`src/rtl/mcu_pkg.sv`:
```
// Shared encodings for the 8-bit MCU pipeline.
// Covers ALU function selects, branch selects and the squash instruction.
package mcu_pkg;
   localparam logic [3:0] FS_TSA   = 4'b0000;
   localparam logic [3:0] FS_INC   = 4'b0001;
   localparam logic [3:0] FS_ADD   = 4'b0010;
   localparam logic [3:0] FS_ADDC  = 4'b0011;
   localparam logic [3:0] FS_ADDNB = 4'b0100;
   localparam logic [3:0] FS_SUB   = 4'b0101;
   localparam logic [3:0] FS_DEC   = 4'b0110;
   localparam logic [3:0] FS_TSA2  = 4'b0111;
   localparam logic [3:0] FS_AND   = 4'b1000;
   localparam logic [3:0] FS_OR    = 4'b1001;
   localparam logic [3:0] FS_XOR   = 4'b1010;
   localparam logic [3:0] FS_NOTA  = 4'b1011;
   localparam logic [3:0] FS_TSB   = 4'b1100;
   localparam logic [3:0] FS_SHR   = 4'b1101;
   localparam logic [3:0] FS_SHL   = 4'b1110;
   localparam logic [3:0] FS_NOTB  = 4'b1111;

   localparam logic [1:0] BS_NONE = 2'b00;
   localparam logic [1:0] BS_COND = 2'b01;
   localparam logic [1:0] BS_JMR  = 2'b10;
   localparam logic [1:0] BS_JMP  = 2'b11;

   localparam logic [16:0] NOP_INST = 17'h00000;
endpackage

```
`src/rtl/alu8.sv`:
```
// Combinational ALU with zero/neg/carry/ovf flags.
// Arithmetic codes share one adder: A + operand + carry-in.
module alu8
   import mcu_pkg::*;
#(
   parameter int DW = 8
) (
   input  logic [3:0]    fs,
   input  logic [2:0]    sh,
   input  logic [DW-1:0] a,
   input  logic [DW-1:0] b,
   output logic [DW-1:0] f,
   output logic          zero,
   output logic          neg,
   output logic          carry,
   output logic          ovf
);
   logic [DW-1:0] y;
   logic          cin;
   logic          arith;
   logic [DW:0]   sum;

   always_comb begin
      y     = '0;
      cin   = 1'b0;
      arith = 1'b0;
      case (fs)
         FS_INC:   begin y = DW'(1); arith = 1'b1; end
         FS_ADD:   begin y = b;      arith = 1'b1; end
         FS_ADDC:  begin y = b;      cin = 1'b1; arith = 1'b1; end
         FS_ADDNB: begin y = ~b;     arith = 1'b1; end
         FS_SUB:   begin y = ~b;     cin = 1'b1; arith = 1'b1; end
         FS_DEC:   begin y = '1;     arith = 1'b1; end
         default:  ;
      endcase
   end

   assign sum = {1'b0, a} + {1'b0, y} + (DW+1)'(cin);

   always_comb begin
      f = a;
      case (fs)
         FS_AND:  f = a & b;
         FS_OR:   f = a | b;
         FS_XOR:  f = a ^ b;
         FS_NOTA: f = ~a;
         FS_TSB:  f = b;
         FS_SHR:  f = b >> sh;
         FS_SHL:  f = b << sh;
         FS_NOTB: f = ~b;
         default: if (arith) f = sum[DW-1:0];
      endcase
   end

   assign zero  = (f == '0);
   assign neg   = f[DW-1];
   assign carry = arith & sum[DW];
   // Signed overflow: like-signed addends producing an opposite-signed result.
   assign ovf   = arith & (a[DW-1] == y[DW-1]) & (sum[DW-1] != a[DW-1]);
endmodule

```
`src/rtl/exec_branch_unit.sv`:
```
// Execute stage: ALU, branch-target adder, branch detect/squash, next-PC mux
// and the EX/WB register for the ALU result and flags.
module exec_branch_unit
   import mcu_pkg::*;
#(
   parameter int             DW  = 8,
   parameter int             IW  = 17,
   parameter logic [IW-1:0]  NOP = NOP_INST
) (
   input  logic          clk,
   input  logic          reset,
   input  logic          en,
   input  logic [3:0]    fs,
   input  logic [2:0]    sh,
   input  logic [DW-1:0] a,
   input  logic [DW-1:0] b,
   input  logic [DW-1:0] pc,
   input  logic [DW-1:0] pc_inc,
   input  logic [1:0]    bs,
   input  logic          ps,
   input  logic          rw_in,
   input  logic          mw_in,
   input  logic [IW-1:0] inst_in,
   output logic [DW-1:0] alu_f,
   output logic          zero,
   output logic          neg,
   output logic          carry,
   output logic          ovf,
   output logic [DW-1:0] bra,
   output logic [DW-1:0] next_pc,
   output logic [IW-1:0] inst_out,
   output logic          squash_n,
   output logic          rw_out,
   output logic          mw_out,
   output logic [DW-1:0] alu_q,
   output logic [3:0]    flags_q
);
   alu8 #(.DW(DW)) u_alu (
      .fs(fs), .sh(sh), .a(a), .b(b),
      .f(alu_f), .zero(zero), .neg(neg), .carry(carry), .ovf(ovf)
   );

   assign bra      = pc + b;
   assign squash_n = ~(bs[1] | bs[0]);
   assign inst_out = squash_n ? inst_in : NOP;
   assign rw_out   = rw_in & squash_n;
   assign mw_out   = mw_in & squash_n;

   always_comb begin
      next_pc = pc_inc;
      case (bs)
         BS_COND: if (ps ? zero : ~zero) next_pc = bra;
         BS_JMR:  next_pc = a;
         BS_JMP:  next_pc = bra;
         default: ;
      endcase
   end

   always_ff @(posedge clk or negedge reset) begin
      if (!reset) begin
         alu_q   <= '0;
         flags_q <= '0;
      end else if (en) begin
         alu_q   <= alu_f;
         flags_q <= {ovf, carry, neg, zero};
      end
   end
endmodule

```
`config.mk`:
```
export PLATFORM = sky130hd
export DESIGN_NAME = exec_branch_unit
export DESIGN_NICKNAME = d
export VERILOG_FILES = /design/src/rtl/mcu_pkg.sv /design/src/rtl/alu8.sv /design/src/rtl/exec_branch_unit.sv
export SDC_FILE = /design/constraint.sdc
export NUM_CORES = 1
export LEC_CHECK = 0
export ABC_CLOCK_PERIOD_IN_PS = 14600
export BUFFER_PORTS_ARGS = -buffer_cell sky130_fd_sc_hd__buf_4
export CAP_MARGIN = 30
export CORE_MARGIN = 2
export CORE_UTILIZATION = 50
export DETAILED_ROUTE_END_ITERATION = 16
export MAX_ROUTING_LAYER = met4
export PLACE_DENSITY = 0.82
export SLEW_MARGIN = 20
export SYNTH_ARGS = -nofsm -noshare
export SYNTH_HDL_FRONTEND = slang
export SYNTH_HIERARCHICAL = 1
export SYNTH_SLANG_ARGS = --single-unit
export TNS_END_PERCENT = 50
```
`constraint.sdc`:
```
create_clock -name clk -period 14.6 [get_ports clk]
set_input_delay 2.92 -clock clk [delete_from_list [all_inputs] [get_ports clk]]
set_output_delay 2.92 -clock clk [all_outputs]
set_load 0.005 [all_outputs]
```
== Word-level counts from Yosys, hierarchy flattened ==
Index checks and enable logic that the tools add are counted.
Widths: inputs -> output; s select.
Word-level totals
  register bits: 12
  latch bits: 0
  memory bits (writable): 0
  memory bits (read-only): 0
  input port bits: 64
  output and inout bits: 60
  logic and storage cells: 53
  memories kept: 0
Cells by class
  $add $sub $neg: 3
  $mul: 0
  divide/modulo/power cells: 0
  order comparisons: 0
  eq/ne operators: 19
  shifts and indexed selects: 2
  multiplexer cells: 9
  bitwise logic cells: 13
  reduce and logical (&&, ||, !) cells: 5
Operators with widths (count)
  $pmux 8 s8: 1
  $eq 4x4->1 const B: 8
  $pmux 8 s4: 1
  $pmux 8 s3: 1
  $mux 17: 1
  $mux 8: 2
  $not 8->8: 2
  $eq 4x3->1 const B: 3
  $add 8x8->9: 1
  $add 9x1->9: 1
  $add 8x8->8: 1
  $and 8x8->8: 1
  $eq 4x2->1 const B: 2
  $logic_not 8->1: 1
  $or 8x8->8: 1
  $shl 8x3->8: 1
  $shr 8x3->8: 1
  $xor 8x8->8: 1
  $reduce_or 2->1: 3
  $reduce_or 6->1: 1
  $and 1x1->1: 5
  $eq 2x2->1 const B: 2
  $eq 4x1->1 const B: 1
  $mux 1: 3
  other kinds (5): 6

== Depth between registers and ports, before layout ==
Gate-level depths: netlist (run 1).
  depth after elaboration: 12
  gate-level depth with buffers: 21
  depth with buffers taken out: 18

== Hierarchy ==
Netlist (run 1), hierarchy kept.
By module, submodules not included
  alu8: instances 1, cells an instance 276, area an instance 2011.9 µm², seq. area each 0.0 µm²
  exec_branch_unit: instances 1, cells an instance 121, area an instance 1139.8 µm², seq. area each 300.3 µm²

== Worst setup path before layout (run 1) ==
No wires, ideal clock.
  path kind: input-to-output
  start: in fs[1]
  end: out next_pc[0]
  data arrival time: 6.486 ns
  required time: 11.680 ns
  setup slack: 5.194 ns
  stages: 20
  buffers on the path: 2
  path through: buf_6 -> or2b_1 -> o21ai_0 -> nor2_1 -> a311oi_1 -> fa_1 -> inv_1 -> fa_1 -> nand2b_1 -> o2bb2ai_1 -> nand2b_1 -> a21oi_1 -> xnor2_1 -> o21ai_1 -> nor4_2 -> xnor2_1 -> or2_2 -> buf_2 -> nand2_4 -> o221a_2
Between the ends
  word-level cells in the longest chain between the ends: 12
  elaborated cells on any way between the ends: 30
  those cells by class: add/sub (2); eq/ne (14); mux (8); bitwise (1); reduce/logical (5)
Ends and longest elaborated chain
  start, declared: RTL line exec_branch_unit.sv:13  | input logic [3:0] fs,
  $eq 4x3->1 / $eq 4x2->1 (equally long branches): RTL line alu8.sv:27  | case (fs)
  $reduce_or 2->1 (no source line)
  $pmux 8 s4: RTL line alu8.sv:27
  $add 8x8->9: RTL line alu8.sv:38  | assign sum = {1'b0, a} + {1'b0, y} + (DW+1)'(cin);
  $add 9x1->9: RTL line alu8.sv:38
  $mux 8: RTL line alu8.sv:51  | default: if (arith) f = sum[DW-1:0];
  $pmux 8 s8 (*): RTL line alu8.sv:42  | case (fs)
  net alu_f[6]: RTL line exec_branch_unit.sv:24  | output logic [DW-1:0] alu_f,
  $logic_not 8->1 (*): RTL line alu8.sv:55  | assign zero = (f == '0);
  net zero: RTL line exec_branch_unit.sv:25  | output logic zero,
  $not 1->1: RTL line exec_branch_unit.sv:52  | BS_COND: if (ps ? zero : ~zero) next_pc = bra;
  $mux 1 (*): RTL line exec_branch_unit.sv:52
  $mux 8 (*): RTL line exec_branch_unit.sv:52
  $pmux 8 s3 (*): RTL line exec_branch_unit.sv:51  | case (bs)
  end, declared: RTL line exec_branch_unit.sv:30  | output logic [DW-1:0] next_pc,
Mark *: on every way through the listed nets, which the timed path passes. The rest lies on a longest branch.

== Final worst setup path (run 1) ==
  start: in fs[2]
  end: out next_pc[1]
Between the ends
  word-level cells in the longest chain between the ends: 12
  elaborated cells on any way between the ends: 30
  those cells by class: add/sub (2); eq/ne (14); mux (8); bitwise (1); reduce/logical (5)
Ends and longest elaborated chain (RTL line)
  $eq 4x3->1 / $eq 4x2->1 (equally long branches): alu8.sv:27
  $reduce_or 2->1 (no source line)
  $pmux 8 s4: alu8.sv:27
  $add 8x8->9: alu8.sv:38
  $add 9x1->9: alu8.sv:38
  $mux 8: alu8.sv:51
  $pmux 8 s8 (*): alu8.sv:42
  $logic_not 8->1 (*): alu8.sv:55
  $not 1->1: exec_branch_unit.sv:52
  $mux 1 (*): exec_branch_unit.sv:52
  $mux 8 (*): exec_branch_unit.sv:52
  $pmux 8 s3 (*): exec_branch_unit.sv:51
Every way passes the cells marked *; elsewhere a longest branch is shown, timed or not.

==> impl_metrics.env, run 1 <==
export IMPL_result_of_the_run="completed"
export IMPL_clkLatencyLatePin_ns=0.24
export IMPL_num_io_pins=124
export IMPL_critical_path_arrival_ns=7.22
export IMPL_postSynthRegisterBits=12
export IMPL_layout_cell_area_non_filler_um2=4050
export IMPL_groute_usage_overall_pct=30.2
export IMPL_post_synth_cell_area_avg_um2=7.94
export IMPL_drtPass1Iterations=5
export IMPL_max_cap_violations=0
export IMPL_async_flop_share_pct=100
export IMPL_postSynthCellCount=397
export IMPL_final_setup_skew_ns=0
export IMPL_layout_net_count=594
export IMPL_initial_utilization_pct=52.6
export IMPL_grt_setup_unrepaired="false"
export IMPL_final_layout_size_suffix_gt1_share_pct=33.9
export IMPL_period_needed_ns=10.14
export IMPL_power_leakage_nw=2.00
export IMPL_synth_fp_nets=494
export IMPL_synth_distinct_cells=69
export IMPL_postSynth_topFlopCell="sky130_fd_sc_hd__dfrtp_1"
export IMPL_timing_critical_path_from="fs[2]"
export IMPL_detailed_place_hpwl_mm=8.43
export IMPL_grt_max_degree=28
export IMPL_cts_htree_levels=1
export IMPL_maxClockFrequency_mhz=98.6
export IMPL_setup_tns_ns=0
export IMPL_post_cts_repair_setup_buffers=0
export IMPL_critical_path_max_fanout=27
export IMPL_ir_worst_vdd_v=0.0000727
export IMPL_setup_viol_count_final=0
export IMPL_clock_power_share_pct=16.1
export IMPL_max_transition_viols_final=0
export IMPL_worstPathCellList="buf_4 > inv_1 > o21ai_0 > nor2_1 > a311oi_1 > fa_1 > inv_1 > fa_1 > nand2b_1 > o2bb2ai_1 > xnor2_1 > mux2i_1 > o2111ai_1 > nand2b_1 > nor4_2 > xnor2_1 > or2_2 > nand2_4 > o221a_2 > buf_4"
export IMPL_rr_endpoint="alu_q[6]"
export IMPL_critPathSlowestCell="sky130_fd_sc_hd__fa_1"
export IMPL_grt_antenna_before_repair=0
export IMPL_cts_hold_buf=0
export IMPL_weighted_congestion_reported_at_the_end_of_routability_driven_placement=0.974
export IMPL_area_growth_syn_to_layout_pct=28.6
export IMPL_holdCritPathClass="register to register"
export IMPL_cts_num_sinks=12
export IMPL_ff_latch_area_um2=300
export IMPL_vias_in_the_first_global_route=3465
export IMPL_worst_setup_path_end_kind="output port"
export IMPL_worst_r2r_setup_slack_ns=13.82
export IMPL_die_area_um2=6950
export IMPL_power_density_nw_per_um2=55.3
export IMPL_clk_pin_slew_ns=0.05
export IMPL_critPathMaxStageDelay_ns=0.39
export IMPL_fp_row_count=28
export IMPL_placeableCoreArea_um2=5990
export IMPL_drc_errors=0
export IMPL_globalRouteOverflowTotal=0
export IMPL_post_cts_sizing_count=0
export IMPL_first_pass_grt_wire_length_mm=17.0
export IMPL_dieHeight_um=83.4
export IMPL_insertedDiodeCount=0
export IMPL_share_seq_of_total_power_pct=18.9
export IMPL_netSwitchingFraction_pct=39.4
export IMPL_reg2reg_depth=1
export IMPL_dpl_instance_area_um2=4000
export IMPL_port_buffers=123
export IMPL_cts_made_buffers=3
export IMPL_timing_hold_worst_start="alu_q[1]"
export IMPL_combinationalPowerShare_pct=65.0
export IMPL_seq_area_frac_synth_pct=9.53
export IMPL_timing_critical_path_from_type="input pin"
export IMPL_dr_total_vias=3554
export IMPL_worst_slew_margin_rel_pct=45.6
export IMPL_ctsRootBufferMaster="sky130_fd_sc_hd__clkbuf_8"
export IMPL_multi_input_area_um2=2560
export IMPL_data_required_critical_path_ns=11.68
export IMPL_cts_max_path_buffers=2
export IMPL_netSwitchingPower_mw=0.0882
export IMPL_r2r_start="alu_q[6]"
export IMPL_drt_wirelength_per_cell_um=18.4
export IMPL_route_detailed_vias_per_inst=6.22
export IMPL_mappedNetlistArea_um2=3150
export IMPL_synth_edf_count=0
export IMPL_antenna_violating_nets_post_route=0
export IMPL_max_slew_worst_pin_slew_ns=0.813
export IMPL_path_class="input pin to output port"
export IMPL_fp_dieW_um=83.4
export IMPL_synth_warning_count=6
export IMPL_cts_tree="yes"
export IMPL_finalHoldViolCount=0
export IMPL_internal_power_mw=0.136
export IMPL_nFillCells=508
export IMPL_cp_endpoint="next_pc[1]"
export IMPL_wl_mm=10.5
export IMPL_drt_iter0_markers=336
export IMPL_timing_final_crit_share_pct=69.5
## cell families after synthesis
family	after synthesis	synth area share [%]
mux	44	17.3
buf+inv	59	9.25
fa+ha+maj	33	13.8
simple gates	133	22.5
flops	12	9.53
xor+xnor	11	3.06
compound gates	105	24.6
## cells in the final DEF, fill, tap and decap left out, types with 5 or more instances in the layout
cell type	Yosys	layout
sky130_fd_sc_hd__buf_4	1	123
sky130_fd_sc_hd__nor2_1	30	30
sky130_fd_sc_hd__ha_1	30	30
sky130_fd_sc_hd__nand2_1	30	30
sky130_fd_sc_hd__inv_1	28	28
sky130_fd_sc_hd__a21oi_1	24	24
sky130_fd_sc_hd__mux2i_1	23	23
sky130_fd_sc_hd__and2_1	21	21
sky130_fd_sc_hd__o21ai_0	14	14
sky130_fd_sc_hd__mux2_2	14	14
sky130_fd_sc_hd__dfrtp_1	12	12
sky130_fd_sc_hd__nor2b_1	8	8
sky130_fd_sc_hd__nand2b_1	8	8
sky130_fd_sc_hd__xnor2_1	7	7
sky130_fd_sc_hd__o211ai_1	7	7
sky130_fd_sc_hd__mux4_2	7	7
sky130_fd_sc_hd__a211o_1	6	6
sky130_fd_sc_hd__nand3_1	6	6
sky130_fd_sc_hd__o221a_2	5	5
sky130_fd_sc_hd__nor3_1	5	5
sky130_fd_sc_hd__and3_1	5	5
sky130_fd_sc_hd__o2111ai_1	5	5
## synth_stat cells, drive strengths merged, types with 2 or more instances
cell	instances	area [um2]
nand2	31	124
ha	30	375
inv	30	118
nor2	30	113
a21oi	24	120
mux2i	23	230
and2	21	131
buf	20	139
o21ai	16	80.1
mux2	14	158
dfrtp	12	300
clkbuf	8	31.3
nand2b	8	50.1
nor2b	8	50.1
o211ai	8	65.1
mux4	7	158
xnor2	7	61.3
a211o	6	52.6
nand3	6	30.0
a211oi	5	47.5
and3	5	31.3
nor3	5	25.0
o2111ai	5	43.8
o221a	5	56.3
o31ai	5	42.5
a21o	4	31.3
a221oi	4	47.6
o22ai	4	25.0
xor2	4	35.0
a22oi	3	22.5
fa	3	60.1
nand4	3	18.8
o2bb2ai	3	26.3
or2	3	18.8
and4b	2	20.0
nand3b	2	15.0
nor4	2	18.8
nor4bb	2	20.0
o21a	2	15.0
o311ai	2	17.5
## critical path, delay by kind of cell
kind	cells	cell delay, ns
XOR/XNOR	2	0.31
buffers and inverters	4	0.58
multiplexers	1	0.25
AND/OR/NAND/NOR	6	1.30
AO/OA/AOI/OAI	5	1.18
adder cells (fa/ha/maj)	2	0.67
## how the worst min path moves through the flow
stage            endpoint  cells past startpoint
2_1_floorplan  flags_q[1]                      1
3_3_place_gp     alu_q[1]                      1
3_5_place_dp     alu_q[1]                      1
4_1_cts          alu_q[1]                      1
5_1_grt        flags_q[2]                      1
6_report         alu_q[1]                      1
## routing by layer
metal	vias up	routed length [um]	global-route usage [%]
met5	-	0	-
met4	0	347	11.2
met3	29	878	3.48
met2	226	5110	50.5
met1	1647	4190	37.4
li1	1652	-	-
## flip-flops by register name, indices dropped and copies added, names as in the netlist
signal	flops
flags_q	4
alu_q	8
## layout make-up
cell class	instances	area share, %
clock buffers	4	1.36
well taps	75	2.31
inverters	31	2.99
multi-input cells	326	63.1
repair buffers	123	22.8
flip-flops and latches	12	7.41
## stage by stage
step / instances / util, % / hold slack, ns / setup slack (ns) / power (mW)
3_3_place_gp: 567 / 66.8 / 0.491 / 4.68 / 0.182
6_report: 571 / 67.7 / 0.506 / 4.46 / 0.224
2_1_floorplan: 397 / - / 0.505 / 5.19 / 0.123
3_5_place_dp: 567 / 66.8 / 0.502 / 4.58 / 0.186
4_1_cts: 571 / 67.7 / 0.513 / 4.54 / 0.224
5_1_grt: 571 / 67.7 / 0.530 / 4.16 / 0.239
## power groups by stage
stage | logic, mW | registers [mW] | clock network [mW]
final | 0.146 | 0.0424 | 0.0361
after global routing | 0.157 | 0.0435 | 0.0387
after CTS | 0.144 | 0.0425 | 0.0373
after detailed placement | 0.143 | 0.0429 | 0
after global placement | 0.140 | 0.0422 | 0
after floorplan | 0.0799 | 0.0427 | 0
No activity file was read; power rests on OpenSTA's default activity.
==> run 2, diff against run 1 <==
--- a/config.mk
+++ b/config.mk
@@ -5,14 +5,15 @@
 export SDC_FILE = /design/constraint.sdc
 export NUM_CORES = 1
 export LEC_CHECK = 0
-export ABC_CLOCK_PERIOD_IN_PS = 14600
+export ABC_AREA = 1
+export ABC_CLOCK_PERIOD_IN_PS = 10460
 export BUFFER_PORTS_ARGS = -buffer_cell sky130_fd_sc_hd__buf_4
 export CAP_MARGIN = 30
 export CORE_MARGIN = 2
 export CORE_UTILIZATION = 50
 export DETAILED_ROUTE_END_ITERATION = 16
 export MAX_ROUTING_LAYER = met4
-export PLACE_DENSITY = 0.82
+export PLACE_DENSITY = 0.81
 export SLEW_MARGIN = 20
 export SYNTH_ARGS = -nofsm -noshare
 export SYNTH_HDL_FRONTEND = slang
==> constraint.sdc (replaced) <==
create_clock -name clk -period 10.46 [get_ports clk]
set_input_delay 2.092 -clock clk [delete_from_list [all_inputs] [get_ports clk]]
set_output_delay 2.092 -clock clk [all_outputs]
set_load 0.005 [all_outputs]
==> run 2 against run 1 <==
  * Via count up 15%
  * Global-route usage up 0.44 points
  * First-iteration DRC count down 9.5%
  * Worst hold slack about the same
  * Synthesized cell count up 47%
  * Wire length up 1.5%
  * Utilization down 0.55 points
==> impl_metrics.env, run 2 <==
export IMPL_result_of_the_run="completed"
export IMPL_final_layout_size_suffix_gt1_share_pct=25.4
export IMPL_weighted_congestion_reported_at_the_end_of_routability_driven_placement=0.997
export IMPL_seq_area_frac_synth_pct=9.30
export IMPL_max_cap_violations=0
export IMPL_power_leakage_nw=2.55
export IMPL_setup_viol_count_final=0
export IMPL_critPathSlowestCell="sky130_fd_sc_hd__nor2_1"
export IMPL_cpMostUsedCell="sky130_fd_sc_hd__nand2_1"
export IMPL_grt_antenna_before_repair=0
export IMPL_antenna_violating_nets_post_route=0
export IMPL_grt_max_degree=23
export IMPL_rr_endpoint="flags_q[0]"
export IMPL_cts_htree_levels=1
export IMPL_fp_dieW_um=84.4
export IMPL_worst_r2r_setup_slack_ns=9.69
export IMPL_die_area_um2=7120
export IMPL_post_synth_cell_area_avg_um2=5.52
export IMPL_yosysTopAreaCell="sky130_fd_sc_hd__nand2_1"
export IMPL_ctsRootBufferMaster="sky130_fd_sc_hd__clkbuf_8"
export IMPL_finalHoldViolCount=0
export IMPL_netlist_top_cells_count="sky130_fd_sc_hd__nand2_1, sky130_fd_sc_hd__inv_1, sky130_fd_sc_hd__nor2_1"
export IMPL_hold_end="flags_q[2]"
export IMPL_critical_path_max_fanout=8
export IMPL_maxClockFrequency_mhz=129
export IMPL_largest_reg_flops=8
export IMPL_worst_slew_margin_rel_pct=48.1
export IMPL_cts_hold_buf=0
export IMPL_post_cts_sizing_count=0
export IMPL_totalPowerFinal_mw=0.304
export IMPL_synthTopCellsByArea="sky130_fd_sc_hd__nand2_1, sky130_fd_sc_hd__ha_1, sky130_fd_sc_hd__inv_1"
export IMPL_timing_hold_worst_path_depth=1
export IMPL_placeableCoreArea_um2=6310
export IMPL_clk_pin_slew_ns=0.05
export IMPL_postSynthRegisterBits=12
export IMPL_r2r_start="flags_q[0]"
export IMPL_globalRouteOverflowTotal=0
export IMPL_detailed_place_hpwl_mm=8.87
export IMPL_critPathMaxStageDelay_ns=0.37
export IMPL_post_synth_top_count_cell="sky130_fd_sc_hd__nand2_1"
export IMPL_port_buffers=123
export IMPL_power_density_nw_per_um2=71.6
export IMPL_setup_tns_ns=0
export IMPL_worst_setup_path_end_kind="output port"
export IMPL_dieHeight_um=84.4
export IMPL_synth_warning_count=6
export IMPL_drt_wirelength_per_cell_um=13.7
export IMPL_wl_mm=10.7
export IMPL_largest_register="alu_q"
export IMPL_clkLatencyLatePin_ns=0.25
export IMPL_mappedNetlistArea_um2=3230
export IMPL_final_common_cell="sky130_fd_sc_hd__nand2_1"
export IMPL_timing_final_crit_share_pct=74.2
export IMPL_period_needed_ns=7.77
export IMPL_registers_with_the_most_flip_flops="alu_q (8), flags_q (4)"
export IMPL_drtPass1Iterations=5
export IMPL_insertedDiodeCount=0
export IMPL_cts_tree="yes"
export IMPL_synth_distinct_cells=37
export IMPL_data_required_critical_path_ns=8.37
export IMPL_fp_row_count=29
export IMPL_postSynth_topFlopCell="sky130_fd_sc_hd__dfrtp_1"
export IMPL_area_growth_syn_to_layout_pct=31.2
export IMPL_timing_critical_path_from_type="input pin"
export IMPL_final_setup_skew_ns=0
export IMPL_initial_utilization_pct=51.1
export IMPL_route_detailed_vias_per_inst=5.22
export IMPL_first_pass_grt_wire_length_mm=17.5
export IMPL_synth_edf_count=0
export IMPL_cts_made_buffers=3
export IMPL_critical_path_arrival_ns=5.67
export IMPL_cts_max_path_buffers=2
export IMPL_path_class="input pin to output port"
export IMPL_drt_iter0_markers=304
export IMPL_max_transition_viols_final=0
export IMPL_layout_net_count=800
export IMPL_postSynthCellCount=585
export IMPL_grt_setup_unrepaired="false"
export IMPL_cts_num_sinks=12
export IMPL_async_flop_share_pct=100
export IMPL_holdCritPathClass="register to register"
export IMPL_reg2reg_depth=1
export IMPL_max_slew_worst_pin_slew_ns=0.775
export IMPL_post_cts_repair_setup_buffers=0
export IMPL_drc_errors=0
export IMPL_num_io_pins=124
export IMPL_mostFrequentLayoutCells="sky130_fd_sc_hd__nand2_1, sky130_fd_sc_hd__buf_4, sky130_fd_sc_hd__inv_1"
export IMPL_yosys_area_top_type_share_pct=22.3
export IMPL_groute_usage_overall_pct=30.6
export IMPL_vias_in_the_first_global_route=3765
export IMPL_synth_fp_nets=682
export IMPL_timing_hold_worst_start="flags_q[2]"
export IMPL_dr_total_vias=4070
export IMPL_nFillCells=615
export IMPL_ir_worst_vdd_v=0.000109
run 2: cell types whose count changed in the layout (fill, tap and decap cells not counted), moves of 6 or more:
| cell | before | now |
|---|---|---|
| sky130_fd_sc_hd__inv_2 | 0 | 7 |
| sky130_fd_sc_hd__a21oi_1 | 24 | 18 |
| sky130_fd_sc_hd__inv_1 | 28 | 93 |
| sky130_fd_sc_hd__mux4_2 | 7 | 0 |
| sky130_fd_sc_hd__and2_1 | 21 | 5 |
| sky130_fd_sc_hd__mux2i_1 | 23 | 0 |
| sky130_fd_sc_hd__nor2_1 | 30 | 73 |
| sky130_fd_sc_hd__a211o_1 | 6 | 0 |
| sky130_fd_sc_hd__nand2b_1 | 8 | 0 |
| sky130_fd_sc_hd__nor2b_1 | 8 | 0 |
| sky130_fd_sc_hd__nor2_2 | 0 | 6 |
| sky130_fd_sc_hd__nand3_1 | 6 | 64 |
| sky130_fd_sc_hd__nand2_1 | 30 | 192 |
| sky130_fd_sc_hd__nand2_2 | 0 | 10 |
run 2: logic make-up after synthesis:
family          share of synthesized area, %
simple gates                            49.8
buf+inv                                 13.7
compound gates                          8.99
fa+ha+maj                               13.5
mux                                     4.18
flops                                   9.30
xor+xnor                               0.543
run 2: worst max-delay path by stage:
stage          cells past startpoint  slack, ns  start          to
3_5_place_dp                      28       2.74  fs[2]  next_pc[4]
5_1_grt                           24       2.43  fs[2]  next_pc[3]
6_report                          28       2.69  fs[2]  next_pc[4]
4_1_cts                           28       2.73  fs[2]  next_pc[4]
2_1_floorplan                     26       3.39  fs[0]  next_pc[4]
3_3_place_gp                      24       2.89  fs[2]  next_pc[3]
run 2: per-layer routing:
metal	global-route usage [%]	share of wire, %	vias up
met5	-	0	-
met4	9.09	2.3	0
met3	5.01	8.7	26
met2	49.6	46	197
met1	39.4	43	1789
li1	-	-	2058
run 2: cell type report:
class	instances	area, um2	area share, %
clock buffer	4	55.1	1.30
tap	77	96.3	2.27
multi-input combinational	463	2490	58.7
inverter	100	375	8.86
timing repair buffer	123	923	21.8
sequential	12	300	7.09
run 2: power by group:
part / switching, mW / leakage, nW / internal [mW]
Sequential: 0.00417 / 0.150 / 0.0538
Combinational: 0.105 / 2.37 / 0.0894
Clock: 0.0183 / 0.0288 / 0.0333
Total: 0.127 / 2.55 / 0.177
run 2: critical path: cells and delay by family:
family / cells / cell delay, ns
AO/OA/AOI/OAI: 1 / 0.19
buffers and inverters: 7 / 0.63
AND/OR/NAND/NOR: 18 / 2.18
adder cells (fa/ha/maj): 2 / 0.59
run 2: through the flow:
step                hold WS [ns]  instances  cell area, um2  utilization [%]  setup slack [ns]
global placement           0.492        775            4180             66.3              2.89
finish                     0.506        779            4240             67.1              2.69
detailed placement         0.497        775            4180             66.3              2.74
floorplan                  0.505        585            3230                -              3.39
global route               0.516        779            4240             67.1              2.43
CTS                        0.510        779            4240             67.1              2.73
==> run 3, diff against run 2 <==
--- a/config.mk
+++ b/config.mk
@@ -6,14 +6,14 @@
 export NUM_CORES = 1
 export LEC_CHECK = 0
 export ABC_AREA = 1
-export ABC_CLOCK_PERIOD_IN_PS = 10460
+export ABC_CLOCK_PERIOD_IN_PS = 6300
 export BUFFER_PORTS_ARGS = -buffer_cell sky130_fd_sc_hd__buf_4
 export CAP_MARGIN = 30
 export CORE_MARGIN = 2
-export CORE_UTILIZATION = 50
+export CORE_UTILIZATION = 46
 export DETAILED_ROUTE_END_ITERATION = 16
 export MAX_ROUTING_LAYER = met4
-export PLACE_DENSITY = 0.81
+export PLACE_DENSITY = 0.79
 export SLEW_MARGIN = 20
 export SYNTH_ARGS = -nofsm -noshare
 export SYNTH_HDL_FRONTEND = slang
==> constraint.sdc (replaced) <==
create_clock -name clk -period 6.3 [get_ports clk]
set_input_delay 1.26 -clock clk [delete_from_list [all_inputs] [get_ports clk]]
set_output_delay 1.26 -clock clk [all_outputs]
set_load 0.005 [all_outputs]
==> run 3 against run 2 <==
  * Global-route usage decreased by 2.0 points
  * Cell area grew 0.86%
  * Clock power up 60%
  * Sequential share of layout area is 0.060 points lower
  * Clock skew stayed put
  * Final cell count is 2.4% higher
  * Critical path depth fell by 1
  * Combinational power up 66%
  * Utilization fell by 4.2 points
  * Wire length up 2.7%
  * Register-to-register slack worse by 4.2 ns
  * Critical path type unchanged
  * Largest cell class unchanged
==> impl_metrics.env, run 3 (same netlist as run 2, synthesis figures left out) <==
export IMPL_ir_worst_vdd_v=0.0000901
export IMPL_cts_num_sinks=12
export IMPL_data_required_critical_path_ns=5.04
export IMPL_largest_reg_flops=8
export IMPL_result_of_the_run="completed"
export IMPL_registers_with_the_most_flip_flops="alu_q (8), flags_q (4)"
export IMPL_share_seq_of_total_power_pct=19.2
export IMPL_final_layout_size_suffix_gt1_share_pct=25.8
export IMPL_critPathSlowestCell="sky130_fd_sc_hd__or2_2"
export IMPL_max_transition_viols_final=0
export IMPL_grt_setup_unrepaired="false"
export IMPL_largest_register="alu_q"
export IMPL_groute_usage_overall_pct=28.6
export IMPL_drt_wirelength_per_cell_um=13.8
export IMPL_power_leakage_nw=2.55
export IMPL_max_slew_worst_pin_slew_ns=0.761
export IMPL_holdCritPathClass="register to register"
export IMPL_layout_setup_ws_ns=0.388
export IMPL_cts_made_buffers=3
export IMPL_clkLatencyLatePin_ns=0.24
export IMPL_port_buffers=123
export IMPL_drc_errors=0
export IMPL_worst_setup_path_end_kind="output port"
export IMPL_final_setup_skew_ns=0
export IMPL_wl_mm=11.0
export IMPL_timing_critical_path_from_type="input pin"
export IMPL_final_common_cell="sky130_fd_sc_hd__nand2_1"
export IMPL_path_class="input pin to output port"
export IMPL_finalHoldViolCount=0
export IMPL_critPathMaxStageDelay_ns=0.34
export IMPL_cts_max_path_buffers=2
export IMPL_maxClockFrequency_mhz=169
export IMPL_placeableCoreArea_um2=6790
export IMPL_area_growth_syn_to_layout_pct=32.4
export IMPL_cts_htree_levels=1
export IMPL_clock_power_share_pct=16.5
export IMPL_fp_dieW_um=87.8
export IMPL_internal_power_mw=0.293
export IMPL_timing_final_crit_share_pct=93.8
export IMPL_ctsRootBufferMaster="sky130_fd_sc_hd__clkbuf_8"
export IMPL_detailed_place_hpwl_mm=9.13
export IMPL_critical_path_max_fanout=8
export IMPL_antenna_violating_nets_post_route=0
export IMPL_netSwitchingFraction_pct=41.6
export IMPL_cpMostUsedCell="sky130_fd_sc_hd__nand2_1"
export IMPL_max_cap_violations=0
export IMPL_drtPass1Iterations=6
export IMPL_vias_in_the_first_global_route=3748
export IMPL_power_density_nw_per_um2=117
export IMPL_fp_row_count=30
export IMPL_globalRouteOverflowTotal=0
export IMPL_dr_total_vias=4087
export IMPL_critical_path_arrival_ns=4.65
export IMPL_die_area_um2=7710
export IMPL_setup_tns_ns=0
export IMPL_grt_antenna_before_repair=0
export IMPL_cts_hold_buf=0
export IMPL_cts_tree="yes"
export IMPL_route_detailed_vias_per_inst=5.12
export IMPL_netSwitchingPower_mw=0.209
export IMPL_combinationalPowerShare_pct=64.3
export IMPL_insertedDiodeCount=0
export IMPL_setup_viol_count_final=0
export IMPL_weighted_congestion_reported_at_the_end_of_routability_driven_placement=0.993
export IMPL_initial_utilization_pct=47.5
export IMPL_first_pass_grt_wire_length_mm=17.2
export IMPL_mostFrequentLayoutCells="sky130_fd_sc_hd__nand2_1, sky130_fd_sc_hd__buf_4, sky130_fd_sc_hd__inv_1"
export IMPL_post_cts_repair_setup_buffers=0
export IMPL_clk_pin_slew_ns=0.05
export IMPL_period_needed_ns=5.91
export IMPL_dp_worst_setup_slack_ns=0.181
export IMPL_dieHeight_um=87.8
export IMPL_drt_iter0_markers=284
export IMPL_worst_slew_margin_rel_pct=49.1
export IMPL_grt_max_degree=23
export IMPL_layout_net_count=800
export IMPL_num_io_pins=124
==> run 3: changes by cell type in the layout (fill, tap and decap cells not counted) <==
cell and delta:
sky130_fd_sc_hd__nor2_1 -3, sky130_fd_sc_hd__nor2_2 +2, sky130_fd_sc_hd__nor2_4 +1
==> run 3: path summary, 6_finish.rpt <==
path	from	endpoint	depth (start not counted)	slack [ns]
min in group asynchronous	reset	alu_q[5]	1	0.85
hold / removal	flags_q[3]	flags_q[3]	1	0.51
setup reg to reg	flags_q[2]	flags_q[2]	1	5.52
setup / recovery	fs[2]	next_pc[4]	27	0.39
max in group asynchronous	reset	alu_q[1]	1	5.30
hold reg to reg	flags_q[3]	flags_q[3]	1	0.51
==> run 3: worst max-delay path, delay by kind of cell <==
family | cells | cell delay (ns)
and+or+nand+nor | 20 | 2.53
AOI/OAI and AO/OA | 2 | 0.16
adders and majority gates | 1 | 0.30
buffers and inverters | 4 | 0.40
==> run 3: final cells by class <==
cell class                 instances  area, um2
inverter                         100        375
clock buffer                       4       55.1
tap                               96        120
multi-input combinational        463       2500
sequential                        12        300
fill                             665       2520
timing repair buffer             123        923
==> run 3: power by group through the flow <==
| stage | combinational [mW] | sequential [mW] | clock, mW |
|---|---|---|---|
| floorplan | 0.175 | 0.0975 | 0 |
| global placement | 0.314 | 0.0967 | 0 |
| detailed placement | 0.319 | 0.0973 | 0 |
| CTS | 0.320 | 0.0963 | 0.0844 |
| global route | 0.358 | 0.0977 | 0.0893 |
| finish | 0.323 | 0.0962 | 0.0828 |
==> run 3: repair_timing <==
action,in CTS,in global routing
endpoints found under the setup margin,0,8
endpoints found under the hold margin,0,0
gates resized for setup,0,4
==> run 3: stage by stage <==
stage	hold WS (ns)	instance area [um2]	power, mW	util (%)	instances
after CTS	0.512	4260	0.501	62.7	798
after global placement	0.492	4210	0.411	61.9	794
final	0.507	4270	0.502	62.9	798
after detailed placement	0.501	4210	0.416	61.9	794
after global routing	0.530	4270	0.545	62.9	798
after floorplan	0.505	3230	0.273	-	585
==> run 3: per-layer routing <==
metal / up-vias / global-route usage [%] / share of wire (%)
met3: 14 / 3.11 / 8.7
met1: 1813 / 36.1 / 42
met2: 201 / 49.1 / 48
met5: - / - / 0
li1: 2059 / - / -
met4: 0 / 6.43 / 1.3
